**config.mk**
```make
export PLATFORM = sky130hd
export DESIGN_NAME = fe_capture_sequencer
export DESIGN_NICKNAME = d
export VERILOG_FILES = /design/src/rtl/fe_capture_sequencer.sv
export SDC_FILE = /design/constraint.sdc
export NUM_CORES = 1
export LEC_CHECK = 0
export CELL_PAD_IN_SITES_DETAIL_PLACEMENT = 1
export CELL_PAD_IN_SITES_GLOBAL_PLACEMENT = 1
export CORE_ASPECT_RATIO = 0.6
export CORE_UTILIZATION = 40
export CTS_BUF_LIST = sky130_fd_sc_hd__clkbuf_4 sky130_fd_sc_hd__clkbuf_8
export CTS_CLUSTER_SIZE = 16
export DETAILED_ROUTE_END_ITERATION = 16
export DONT_BUFFER_PORTS = 1
export PLACE_DENSITY_LB_ADDON = 0.1
export SLEW_MARGIN = 20
export SYNTH_ARGS = -nofsm -noshare
export SYNTH_HDL_FRONTEND = slang
export SYNTH_SLANG_ARGS = --single-unit
```
**constraint.sdc**
```tcl
create_clock -name fe_clk -period 5.6 [get_ports fe_clk]
set_input_delay 0.84 -clock fe_clk [delete_from_list [all_inputs] [get_ports fe_clk]]
set_output_delay 0.84 -clock fe_clk [all_outputs]
set_load 0.03 [all_outputs]
```
**src/rtl/fe_capture_sequencer.sv**
```systemverilog
// Front-end capture sequencer: arm -> trigger -> programmable delay -> capture -> done,
// with an external trigger pulse of programmable width launched on capture entry.
//
// state   | meaning
// IDLE    | disarmed, waiting for a rising edge on I_arm
// ARMED   | armed, waiting for a trigger event
// DELAY   | trigger seen, counting down the programmed delay
// CAPTURE | capture enabled, waiting for fe_capture to stop capturing
// DONE    | capture finished, held until disarm
module fe_capture_sequencer #(
  parameter int pDELAY_WIDTH = 20,
  parameter int pWIDTH_WIDTH = 17
) (
  input  logic                    fe_clk,
  input  logic                    reset_n,
  input  logic                    I_arm,
  input  logic                    I_trigger_mode,
  input  logic                    I_pattern_match,
  input  logic [pDELAY_WIDTH-1:0] I_trigger_delay,
  input  logic [pWIDTH_WIDTH-1:0] I_trigger_width,
  input  logic                    I_capturing,
  output logic                    O_arm,
  output logic                    O_capture_enable,
  output logic                    O_trigger,
  output logic                    O_armed,
  output logic                    O_done,
  output logic [2:0]              O_state
);

  typedef enum logic [2:0] {
    ST_IDLE    = 3'd0,
    ST_ARMED   = 3'd1,
    ST_DELAY   = 3'd2,
    ST_CAPTURE = 3'd3,
    ST_DONE    = 3'd4
  } state_e;

  state_e                  state_q, state_d;
  logic                    arm_in_q;
  logic [pDELAY_WIDTH-1:0] delay_q, delay_d;
  logic [pWIDTH_WIDTH-1:0] width_q, width_d;
  logic [1:0]              guard_q, guard_d;
  logic                    done_q, done_d;
  logic                    arm_out_q, armed_q, cen_q, trig_q;
  logic                    arm_rise;

  assign arm_rise = I_arm & ~arm_in_q;

  always_comb begin
    state_d = state_q;
    delay_d = delay_q;
    guard_d = guard_q;
    done_d  = done_q;
    // The trigger pulse drains on its own, independent of the state it was launched in.
    width_d = (width_q != '0) ? width_q - pWIDTH_WIDTH'(1) : '0;

    if (!I_arm) begin
      state_d = ST_IDLE;
      delay_d = '0;
      guard_d = '0;
      width_d = '0;
    end else begin
      case (state_q)
        ST_IDLE: begin
          if (arm_rise) begin
            state_d = ST_ARMED;
            done_d  = 1'b0;
          end
        end
        ST_ARMED: begin
          if (!I_trigger_mode || I_pattern_match) begin
            if (I_trigger_delay == '0) begin
              state_d = ST_CAPTURE;
              width_d = I_trigger_width;
              guard_d = 2'd2;
            end else begin
              state_d = ST_DELAY;
              delay_d = I_trigger_delay - pDELAY_WIDTH'(1);
            end
          end
        end
        ST_DELAY: begin
          if (delay_q == '0) begin
            state_d = ST_CAPTURE;
            width_d = I_trigger_width;
            guard_d = 2'd2;
          end else begin
            delay_d = delay_q - pDELAY_WIDTH'(1);
          end
        end
        ST_CAPTURE: begin
          // fe_capture needs a couple of cycles before its capturing flag is meaningful.
          if (guard_q != 2'd0) begin
            guard_d = guard_q - 2'd1;
          end else if (!I_capturing) begin
            state_d = ST_DONE;
          end
        end
        ST_DONE: begin
          state_d = ST_DONE;
        end
        default: begin
          state_d = ST_IDLE;
        end
      endcase
    end

    if (state_d == ST_DONE) begin
      done_d = 1'b1;
    end
  end

  always_ff @(posedge fe_clk or negedge reset_n) begin
    if (!reset_n) begin
      state_q   <= ST_IDLE;
      arm_in_q  <= 1'b0;
      delay_q   <= '0;
      width_q   <= '0;
      guard_q   <= 2'd0;
      done_q    <= 1'b0;
      arm_out_q <= 1'b0;
      armed_q   <= 1'b0;
      cen_q     <= 1'b0;
      trig_q    <= 1'b0;
    end else begin
      state_q   <= state_d;
      arm_in_q  <= I_arm;
      delay_q   <= delay_d;
      width_q   <= width_d;
      guard_q   <= guard_d;
      done_q    <= done_d;
      arm_out_q <= (state_d != ST_IDLE);
      armed_q   <= (state_d == ST_ARMED) || (state_d == ST_DELAY);
      cen_q     <= (state_d == ST_CAPTURE);
      trig_q    <= (width_d != '0);
    end
  end

  assign O_arm            = arm_out_q;
  assign O_capture_enable = cen_q;
  assign O_trigger        = trig_q;
  assign O_armed          = armed_q;
  assign O_done           = done_q;
  assign O_state          = state_q;

endmodule

```
* After elaboration in Yosys (flattened, before gate mapping) *
Cells that the tools add are included.

word-level totals
  bits in registers = 48
  input bits = 43
  output and inout port bits = 8
  word-level logic and storage cells = 77

operators by class
  $add $sub $neg = 4
  equality and inequality tests = 16
  muxes and demuxes = 29
  bitwise operators = 2
  reduce and logical (&&, ||, !) cells = 16

operator list
  cell                                                 number
  two-way mux 17 bit                                   5
  two-way mux 20 bit                                   4
  logical NOT 20 bit                                   2
  case mux 20 bit (2 select lines)                     1
  subtractor 20 x 1 -> 20 bit, second input constant   2
  case mux 17 bit (2 select lines)                     1
  nonzero test 17 bit                                  2
  two-way mux 3 bit                                    6
  != test 3 bit, second input constant                 6
  subtractor 17 x 1 -> 17 bit, second input constant   1
  case mux 3 bit (5 select lines)                      1
  equality test 3 x 2 -> 1 bit, second input constant  4
  two-way mux 2 bit                                    5
  nonzero test 2 bit                                   4
  equality test 3 x 1 -> 1 bit, second input constant  2
  equality test 3 bit, second input constant           2
  case mux 2 bit (3 select lines)                      1
  two-way mux 1 bit                                    5
  AND reduction 5 bit                                  1
  != test 4 x 1 -> 1 bit, second input constant        1
  AND reduction 4 bit                                  1
  logical NOT 3 bit                                    1
  != test 3 x 1 -> 1 bit, second input constant        1
  AND reduction 3 bit                                  1
  6 further kinds                                      7

* Longest topological paths before layout *
  depth in word-level cells = 8
  depth in mapped cells = 12
  gate-level depth less buffers = 9

* Worst setup path after synthesis *
Ideal clock, no wire load.

  path type = reg2reg
  start point = register state_q[2], in the netlist O_state[2]
  end point = register delay_q[18]
  library setup time = 0.126 ns
  arrival time = 3.208 ns
  data required time = 5.474 ns
  setup slack = 2.265 ns
  cell stages (with the launch flop) = 13
  path buffers = 4
  period minus slack after synthesis = 3.335 ns
  path through = dfrtp_1 -> clkbuf_1 -> or3b_1 -> buf_2 -> buf_1 -> clkbuf_1 -> mux2i_1 -> ha_1 -> inv_1 -> a211oi_1 -> o21ai_0 -> a31o_1 -> a221o_1

between the ends
  cells in the longest elaborated chain, start to end = 3
  elaborated cells on any way between the ends = 9
  classes of those cells = 6 x eq/ne; 2 x mux; 1 x reduce/logical

RTL lines
  what                                                                                 line  text
  from (decl)                                                                          38    state_e state_q, state_d;
  from (signal assigned)                                                               126   state_q <= state_d;
  equality test 3 x 2 -> 1 bit / equality test 3 x 1 -> 1 bit (equally long branches)  63    case (state_q)
  != test 3 x 1 -> 1 bit (no line) (tied with other cells)                             -
  AND reduction 4 bit (no line) / two-way mux 20 bit (equally long branches)           -
  to (signal assigned)                                                                 128   delay_q <= delay_d;
  to (decl)                                                                            40    logic [pDELAY_WIDTH-1:0] delay_q, delay_d;

Parallel ways exist; a longest one is shown, timed or not.
A chain may end at the register's enable or synchronous reset.

* Worst setup path in the final report *
  start point = register state_q[1], in the netlist O_state[1]
  end point = register delay_q[18]

Same word-level chain as after synthesis.

==> metrics <==
Via-to-Cell Ratio around 6.5; Core Util, Final 43.9%; CTS tree built; worst path bufs/invs 1; cells after synthesis 414; CP max stage delay around 900 ps; pwr dens 362 mW/mm²; Fin Setup TNS 0 ps; Critical Path Start O_state[1]; asr flop ratio synth between 90% and 100%; worst r2r dst delay_q[18]; Layout area overhead 2.98%; worst slew pin tran 1080 ps; ant diodes 0; Synth Warn # 0; leak pwr 1.38 nW; synthesized area 0.00348 mm²; syn nets 460; remaining antenna violation count 0; clk sinks 48; most frequent cells in the layout 48 x dfrtp_1, 38 x o21ai_0, 36 x nor2_1; crit end category flop; Worst Skew around 12 ps; Worst Hold Class in -> async; top cells by area, synth dfrtp_1 34%, o21ai_0 5.5%, nor2_1 3.9%; WL final 11300 µm; Avg WL per Cell 22.4 µm; clock buffer count from CTS 5; DRC Markers 0; worst setup path class reg -> reg; Die X 122 µm; CP Launch Type flop; syn_area_per_cell ~8.4 µm²; Ports 51; Critical-path top delay cell dfrtp_1; sequential share of the synthesized area 34.5%; Setup-failing EPs final 0; fmax between 0.2 and 0.3 GHz; Clock Tree Buf Depth 2; H-Tree Depth 2; starting density of the core 42.7%; die height 74.3 µm; die area 0.00909 mm²; area leader, netlist dfrtp_1; gpl congestion 0.903; vias 3276; drt first-iter violations 219; # resized after CTS 0; CP top delay family compound AO/OA/AOI/OAI gates; Crit. path cell count 8; Peak VDD IR ~0.00010 V; clk root buf clkbuf_8; Worst-path clk slew 100 ps; layout cell share with drive strength beyond 1 5.81%; CTS Hold Buffers Added 0; row cnt 25; EDFF count, synth 0; Synth Register Bits 48; post-CTS setup buffer count 0; post-synth top area share 34.5%; Total GRT Usage around a quarter; Top FF cell, synth dfrtp_1; maximum fanout along the worst path 20; Reg2Reg Depth 8; largest net degree at the start of global routing a little under 50; Tot Pwr 1.30 mW; FF+latch area 0.00120 mm²; Port Buf Inserts 0; Final min period 3800 ps; Worst EP arrival 4010 ps; max cap viols 0; CORE AREA 0.00816 mm²; commonest non-fill, non-tap cell in the layout dfrtp_1; vias in the first global route around 3300; worst reg2reg setup slack 1800 ps; dpl hpwl 8410 µm; Fin Hold WS 204 ps; fin crit share between 60 and 70%; final-layout fill cell count 1011; crit-path cells or3b_1 -> mux2i_1 -> ha_1 -> inv_1 -> a211oi_1 -> o21ai_0 -> a31o_1 -> a221o_1; reg2reg start O_state[1]; Cell variety after synth 72; Max-slew headroom 27.3%; fin nets approximately 440; footprint of the multi-input gates about 0.0021 mm²; RSZ-0062 raised after global routing false; final hold violations 0; first-pass GRT wire length 18000 µm; run status complete, no violations; drt first pass iters 5; gr ovfl total 0; CP Data Required Time 5810 ps; antenna violations before repair 0; Worst Setup EP delay_q[18]; Slew Limit Fails 0; Worst-Skew Late Latency 310 ps
==> synthesized netlist by cell type (6+ instances only) <==
| cell type | instances |
|---|---|
| inv_1 | 11 |
| xor2_1 | 12 |
| nor2_1 | 36 |
| nor4_1 | 15 |
| a31oi_1 | 7 |
| nand3_1 | 12 |
| or4_1 | 6 |
| buf_2 | 6 |
| o2bb2ai_1 | 6 |
| nand2_1 | 28 |
| nand4_1 | 6 |
| or3_1 | 9 |
| nand3b_1 | 7 |
| nor3_1 | 21 |
| o21ai_0 | 38 |
| a21oi_1 | 13 |
| xnor2_1 | 15 |
| a22oi_1 | 6 |
| dfrtp_1 | 48 |
| clkbuf_1 | 12 |
==> worst reg2reg max path, cell delays in order (launching register included) <==
cell and delay [ps]:
dfrtp_1 900, or3b_1 710, mux2i_1 330, ha_1 310
inv_1 200, a211oi_1 360, o21ai_0 270, a31o_1 280
a221o_1 340
==> flip-flops by register name (all words and copies together) (netlist names) <==
| register | flops |
|---|---|
| O_state | 3 |
| O_arm | 1 |
| O_done | 1 |
| delay_q | 20 |
| guard_q | 2 |
| O_capture_enable | 1 |
| O_armed | 1 |
| width_q | 17 |
| O_trigger | 1 |
| arm_in_q | 1 |
==> report_power, final <==
group | leakage [nW] | switching (mW) | internal, mW | total, mW
sequential | 0.648 | 0.111 | 0.415 | 0.527
clock | 0.0445 | 0.129 | 0.0904 | 0.220
combinational | 0.689 | 0.325 | 0.228 | 0.553
==> routing by layer <==
metal  GRT usage (%)  part of all wire, %
met5               0                    0
met2            36.3                   41
met1            40.9                   52
met4            4.74                 0.58
met3            4.98                  7.1
==> logic make-up (layout without fill, tap and decap cells) <==
| group | Yosys count | in the layout | synth area share, % |
|---|---|---|---|
| and+or+nand+nor | 172 | 172 | 27.1 |
| muxes | 5 | 5 | 1.44 |
| AOI/OAI and AO/OA | 121 | 121 | 24.0 |
| adders and majority gates | 3 | 3 | 1.08 |
| buffers and inverters | 38 | 20 | 5.14 |
| DFF | 48 | 48 | 34.5 |
| xor gates and xnor gates | 27 | 27 | 6.79 |
==> worst min path at each step <==
| stage | startpoint | endpoint | depth (start not counted) |
|---|---|---|---|
| 5_1_grt | reset_n | delay_q[3] | 0 |
| 4_1_cts | reset_n | delay_q[6] | 0 |
| 3_3_place_gp | guard_q[1] | guard_q[1] | 2 |
| 3_5_place_dp | delay_q[19] | delay_q[19] | 1 |
| 2_1_floorplan | delay_q[19] | delay_q[19] | 1 |
| 6_report | reset_n | width_q[6] | 0 |
==> stage by stage <==
step	cells	setup slack (ps)	area [µm²]
final	504	1800	3590
after global routing	504	1610	3590
after CTS	504	1860	3590
after detailed placement	497	1880	3500
after global placement	497	2100	3500
after floorplan	414	2270	3480
==> cell type report <==
cell class	count	share of cell area (%)
well taps	108	3.77
clock inverters	1	0.140
inverters	11	1.15
repair buffers	2	0.419
clock buffers	6	2.13
multi-input cells	328	58.9
flip-flops and latches	48	33.5
No activity file was read; power rests on OpenSTA's default activity.
